<file path="src/rtl/nn_io_pkg.sv">
// Shared definitions for the nn_io sequencer: FSM state encoding, default sample width
// and address-width sizing helper.
package nn_io_pkg;

  localparam int DEF_DATA_W = 8;

  typedef enum logic [1:0] {
    FILL  = 2'd0,
    REQ   = 2'd1,
    DRAIN = 2'd2
  } io_state_t;

  // Never returns zero, so a depth of 1 still gets a usable 1-bit address.
  function automatic int addr_w(input int depth);
    return (depth < 2) ? 1 : $clog2(depth);
  endfunction

endpackage

</file>
<file path="src/rtl/nn_io_inbuf.sv">
// Input sample buffer: posedge write port from the host side and a negedge registered
// read port, so the core sees read data half a cycle after presenting the address.
module nn_io_inbuf #(
  parameter int DATA_W = 8,
  parameter int DEPTH  = 8,
  parameter int AW     = 3
) (
  input  logic              clk,
  input  logic              rst,
  input  logic              we,
  input  logic [AW-1:0]     wr_addr,
  input  logic [DATA_W-1:0] wr_data,
  input  logic [AW-1:0]     rd_addr,
  output logic [DATA_W-1:0] rd_data
);

  logic [DATA_W-1:0] mem [DEPTH];

  always_ff @(posedge clk) begin
    if (we) begin
      mem[wr_addr] <= wr_data;
    end
  end

  always_ff @(negedge clk) begin
    if (rst) begin
      rd_data <= '0;
    end else begin
      rd_data <= mem[rd_addr];
    end
  end

endmodule

</file>
<file path="src/rtl/nn_io_sequencer.sv">
// Host-side I/O wrapper for the network core: fill input buffer, run core via req/ack,
// snapshot and stream outputs. Define NN_IO_PINGPONG_EN for a double-buffered input.
module nn_io_sequencer
  import nn_io_pkg::*;
#(
  parameter int DATA_W = DEF_DATA_W,
  parameter int N_IN   = 8,
  parameter int N_OUT  = 8,
  parameter int AW_IN  = addr_w(N_IN)
) (
  input  logic                    clk,
  input  logic                    rst,
  input  logic                    in_valid,
  output logic                    in_ready,
  input  logic signed [DATA_W-1:0] in_data,
  output logic                    net_req,
  input  logic                    net_ack,
  input  logic [AW_IN-1:0]        net_in_addr,
  output logic [DATA_W-1:0]       net_in_data,
  input  logic [N_OUT*DATA_W-1:0] net_out_data,
  output logic                    out_valid,
  input  logic                    out_ready,
  output logic signed [DATA_W-1:0] out_data,
  output logic                    out_last,
  output logic                    busy,
  output logic                    err_ovf
);

  localparam int AW_OUT = addr_w(N_OUT);
`ifdef NN_IO_PINGPONG_EN
  localparam int NUM_BANKS = 2;
`else
  localparam int NUM_BANKS = 1;
`endif

  io_state_t                    state;
  logic [AW_IN-1:0]             wr_cnt;
  logic [AW_OUT-1:0]            rd_cnt;
  logic [AW_OUT-1:0]            rd_next;
  logic                         req_armed;
  logic                         fill_bank;
  logic                         accept;
  logic                         wr_wrap;
  logic                         rd_last;
  logic [N_OUT-1:0][DATA_W-1:0] out_buf;
  logic [DATA_W-1:0]            bank_rd [NUM_BANKS];

  assign accept  = in_valid & in_ready;
  assign wr_wrap = (wr_cnt == AW_IN'(N_IN - 1));
  assign rd_next = rd_cnt + 1'b1;
  assign rd_last = (rd_cnt == AW_OUT'(N_OUT - 1));

  for (genvar b = 0; b < NUM_BANKS; b++) begin : g_bank
    nn_io_inbuf #(
      .DATA_W (DATA_W),
      .DEPTH  (N_IN),
      .AW     (AW_IN)
    ) u_inbuf (
      .clk     (clk),
      .rst     (rst),
      .we      (accept && (fill_bank == 1'(b))),
      .wr_addr (wr_cnt),
      .wr_data (in_data),
      .rd_addr (net_in_addr),
      .rd_data (bank_rd[b])
    );
  end

`ifdef NN_IO_PINGPONG_EN
  // The core always reads the bank the host is not currently filling.
  logic fill_full;
  logic fill_done;
  assign fill_done   = fill_full | (accept & wr_wrap);
  assign net_in_data = bank_rd[~fill_bank];
`else
  assign net_in_data = bank_rd[0];
`endif

  always_ff @(posedge clk) begin
    if (rst) begin
      state     <= FILL;
      wr_cnt    <= '0;
      rd_cnt    <= '0;
      req_armed <= 1'b0;
      fill_bank <= 1'b0;
      in_ready  <= 1'b0;
      net_req   <= 1'b0;
      out_valid <= 1'b0;
      out_last  <= 1'b0;
      out_data  <= '0;
      busy      <= 1'b0;
      err_ovf   <= 1'b0;
`ifdef NN_IO_PINGPONG_EN
      fill_full <= 1'b0;
`endif
    end else begin
      if (accept) begin
        wr_cnt <= wr_wrap ? '0 : wr_cnt + 1'b1;
      end

      case (state)
        FILL: begin
          in_ready <= 1'b1;
          if (accept && wr_wrap) begin
            state     <= REQ;
            net_req   <= 1'b1;
            req_armed <= 1'b0;
            busy      <= 1'b1;
`ifdef NN_IO_PINGPONG_EN
            fill_bank <= ~fill_bank;
`else
            in_ready  <= 1'b0;
`endif
          end
        end

        // req_armed masks a stale ack still high from the previous round.
        REQ: begin
          req_armed <= 1'b1;
          if (req_armed && net_ack) begin
            state     <= DRAIN;
            net_req   <= 1'b0;
            out_buf   <= net_out_data;
            rd_cnt    <= '0;
            out_valid <= 1'b1;
            out_last  <= 1'b0;
            out_data  <= net_out_data[DATA_W-1:0];
          end
        end

        DRAIN: begin
          if (out_ready) begin
            if (rd_last) begin
              rd_cnt    <= '0;
              out_valid <= 1'b0;
              out_last  <= 1'b0;
`ifdef NN_IO_PINGPONG_EN
              if (fill_done) begin
                state     <= REQ;
                net_req   <= 1'b1;
                req_armed <= 1'b0;
                fill_bank <= ~fill_bank;
              end else begin
                state <= FILL;
                busy  <= 1'b0;
              end
`else
              state    <= FILL;
              busy     <= 1'b0;
              in_ready <= 1'b1;
`endif
            end else begin
              rd_cnt   <= rd_next;
              out_data <= out_buf[rd_next];
              out_last <= (rd_next == AW_OUT'(N_OUT - 1));
            end
          end
        end

        default: state <= FILL;
      endcase

`ifdef NN_IO_PINGPONG_EN
      // Outside FILL the host keeps filling the spare bank until it is complete.
      if (state != FILL) begin
        if (state == DRAIN && out_ready && rd_last && fill_done) begin
          fill_full <= 1'b0;
          in_ready  <= 1'b1;
        end else if (accept && wr_wrap) begin
          fill_full <= 1'b1;
          in_ready  <= 1'b0;
        end
      end
`else
      if (state == REQ && in_valid) begin
        err_ovf <= 1'b1;
      end
`endif
    end
  end

endmodule

</file>
<file path="config.mk">
export PLATFORM = sky130hd
export DESIGN_NAME = nn_io_sequencer
export DESIGN_NICKNAME = d
export VERILOG_FILES = /design/src/rtl/nn_io_pkg.sv /design/src/rtl/nn_io_inbuf.sv /design/src/rtl/nn_io_sequencer.sv
export SDC_FILE = /design/constraint.sdc
export NUM_CORES = 1
export LEC_CHECK = 0
export CORE_MARGIN = 8
export CORE_UTILIZATION = 48
export DETAILED_ROUTE_END_ITERATION = 10
export GPL_TIMING_DRIVEN = 0
export PLACE_DENSITY = 0.76
export SLEW_MARGIN = 20
export SYNTH_ARGS = -nofsm -noshare
export SYNTH_HDL_FRONTEND = slang
export SYNTH_SLANG_ARGS = --single-unit
export TNS_END_PERCENT = 5
</file>
<file path="constraint.sdc">
create_clock -name clk -period 4.4 [get_ports clk]
set_input_delay 0.88 -clock clk [delete_from_list [all_inputs] [get_ports clk]]
set_output_delay 0.88 -clock clk [all_outputs]
set_load 0.005 [all_outputs]
</file>
==> flow_summary.toml <==
[setup_path]
critPathCapture = "net_in_data[5]"
crit_buf_inv = 1
worstPathRequired_ps = 3520
worstPathMaxFanout = 1
cp-start-kind = "flop"
reg2reg_from = "g_bank[0].u_inbuf.mem[7][2]"
rr_endpoint = "g_bank[0].u_inbuf.rd_data[2]"
critPathLaunch = "g_bank[0].u_inbuf.rd_data[5]"
arrival_ps = 3460
path_cells = "clkdlybuf4s50_1"
critPathTopFamily = "buffers and inverters"
r2r_setup_slack_ps = 1000
critPathKind = "flop to output pin"
cp.depth = 1
crit_slowest_cell = "clkdlybuf4s50_1"
worstRegToRegCells = 3
critPathCaptureType = "output pin"
critPathMaxStageDelay_ps = 500

[clock_network]
cts_root_buf = "clkbuf_16"
cts_resized = 0
htreeDepth = 4
clk_pin_slew_ps = 60
cts_buffer_depth = 2
cts_hold_buf = 0
cts_buffers = 17
numClockSinks = 159
clk_latency_ps = 450
cts_tree = "yes"
cts_setup_buffers = 0

[timing]
max_slew_margin_pct = 38.8
hold_viol = 0
clock_skew_ps = 35.1
setup-violations-final = 0
worst_pin_slew_ps = 914
timing.final.ws_setup_ps = 61.7
rsz0062_at_grt = "false"
fin_setup_tns_ps = 0
slew_viol_final = 0

[placed_design]
place.gp.congestion = 0.802
port_buffers = 96
hpwl_um = 9110
dpl-instance-area_um2 = 7370
pre_cts_slack_ps = -170

[detailed_routing]
wirelength_um = 12800
ant_nets = 0
wl_per_cell_um = 19.8
drt_iter0_markers = 223
drc_errors = 0
num_vias = 3480
drtPass1Iterations = 4
vias_per_cell = 5.39

[power_and_ir_drop]
p_comb_share_pct = 4.6
p_int_mw = 2.46
power_density_nw_per_um2 = 392
pwr-share-clk_pct = 42.5
p_leak_nw = 2.71
switching_share_pct = 20.8
p_seq_share_pct = 52.8
p_switching_mw = 0.647
vdd_ir_drop_max_mv = 0.316

[layout]
fill_cells = 907
drive_gt1_share_pct = 17.9
finish.utilization_pct = 63.0
synthToLayoutAreaGrowth_pct = 29.1
antenna_cells = 0
seqCellArea_um2 = 4460
design_area_um2 = 7920
nets = 546
multi_input_area_um2 = 1560

[logic_synthesis]
seq_area_frac_synth_pct = 72.8
synth_edf_count = 128
syn_inst = 337
yosysMostFrequentCell = "edfxtp_1"
synth-main-ff-cell = "edfxtp_1"
synthDistinctLibCells = 34
synth-compound-area-share_pct = 3.35
synth.cell_area_um2 = 6130
synth_nets = 422
synth.area.top_cells = "edfxtp_1, mux4_2, dfxtp_1"
post-synth-top-area-cell = "edfxtp_1"
yosys.area_share.xor_xnor_pct = 0
muxShareOfSynthArea_pct = 14.5
async_reset_ff_share_pct = 0
ys_ff_latch = 159
synthAdderAreaFrac_pct = 1.02
avgSynthCellArea_um2 = 18.2
synth_common_cells = "edfxtp_1, mux4_2, dfxtp_1, nor2_1, mux2i_1"
synth_top_family_by_area = "multiplexers"
ys.warnings.count = 0
synthSimpleGateAreaFrac_pct = 6.24
yosysTopAreaCellShare_pct = 62.7

[grt]
use_met2_pct = 26.2
globalRouteMet3Util_pct = 5.42
gr-usage-all-layers_pct = 16.4
grt_max_degree = 31
grt_pass1_wl_um = 20100
busiest_layer = "met2"
grtUsageMet1_pct = 19.7
grt-ovfl-total = 0
grt_pass1_vias = 3751
antenna_found_initial = 0

[floorplanning]
initial_core_util_pct = 48.8
dieArea_um2 = 16700
fp-row-count = 41
die_w_um = 129
ios = 102
core_um2 = 12600
die_h_um = 129

[job]
drv_cap = 0

[outcome]
status = "complete, no violations"

[min_path]
hp-class = "flop to flop"
-- logic make-up after synthesis --
family,count (synthesis)
multiplexers,49
adder cells (fa/ha/maj),5
flip-flops,159
AND/OR/NAND/NOR,71
buffers and inverters,26
AO/OA/AOI/OAI,27
-- how the worst min path moves through the flow --
stage	from	end	depth (start not counted)
detailed placement	rd_cnt[2]	rd_cnt[2]	2
global placement	rd_cnt[2]	rd_cnt[2]	2
finish	rd_cnt[2]	rd_cnt[2]	2
global route	wr_cnt[2]	wr_cnt[2]	2
CTS	rd_cnt[2]	rd_cnt[2]	2
floorplan	rd_cnt[2]	rd_cnt[2]	2
-- registers in the layout (all words and copies together) (netlist names) --
name / count
out_data: 8
g_bank.u_inbuf.rd_data: 8
net_req: 1
busy: 1
out_buf: 64
err_ovf: 1
req_armed: 1
g_bank.u_inbuf.mem: 64
wr_cnt: 3
rd_cnt: 3
state: 2
out_valid: 1
in_ready: 1
out_last: 1
-- final cells by class --
cell class | instances | share of cell area [%]
timing repair buffer | 98 | 12.6
clock inverter | 19 | 1.44
inverter | 4 | 0.190
clock buffer | 21 | 5.56
buffer | 21 | 1.37
multi-input combinational | 152 | 19.7
sequential | 159 | 56.4
tap | 172 | 2.72
-- per-stage QoR --
stage               total power [mW]  hold WS [ps]  std cells
floorplan                       1.73           452        337
global placement                1.83           463        605
detailed placement              1.83           469        607
CTS                             3.14           481        646
global route                    3.21           520        646
finish                          3.11           487        646
-- per-layer routing --
metal,wire length (um),part of all wire (%),vias to the layer above
li1,-,-,1613
met1,5400,42,1716
met2,6290,49,137
met3,940,7.3,14
met4,170,1.3,0
met5,0,0,-
-- power by group through the flow --
stage	Clock (mW)	Combinational (mW)	Sequential [mW]
after global placement	0.0126	0.143	1.67
after detailed placement	0.0126	0.146	1.67
after CTS	1.35	0.146	1.64
after floorplan	0.0126	0.0441	1.67
after global routing	1.42	0.155	1.64
final	1.32	0.144	1.64
-- cells in the final DEF (no fill, tap or decap), types with 3 or more instances in the layout --
| master | Yosys | final |
|---|---|---|
| a21oi_1 | 12 | 12 |
| buf_1 | 3 | 3 |
| buf_2 | 6 | 6 |
| clkbuf_1 | 8 | 12 |
| clkbuf_16 | 0 | 17 |
| clkdlybuf4s50_1 | 0 | 96 |
| clkinv_4 | 0 | 4 |
| clkinvlp_4 | 0 | 3 |
| dfxtp_1 | 31 | 31 |
| edfxtp_1 | 128 | 128 |
| ha_1 | 5 | 5 |
| inv_1 | 3 | 10 |
| mux2i_1 | 17 | 17 |
| mux4_2 | 32 | 32 |
| nand2_1 | 10 | 10 |
| nand3_1 | 8 | 8 |
| nand4_1 | 16 | 16 |
| nor2_1 | 20 | 19 |
| o211ai_2 | 8 | 8 |
| o21ai_0 | 4 | 4 |
(Power assumes the default switching activity.)
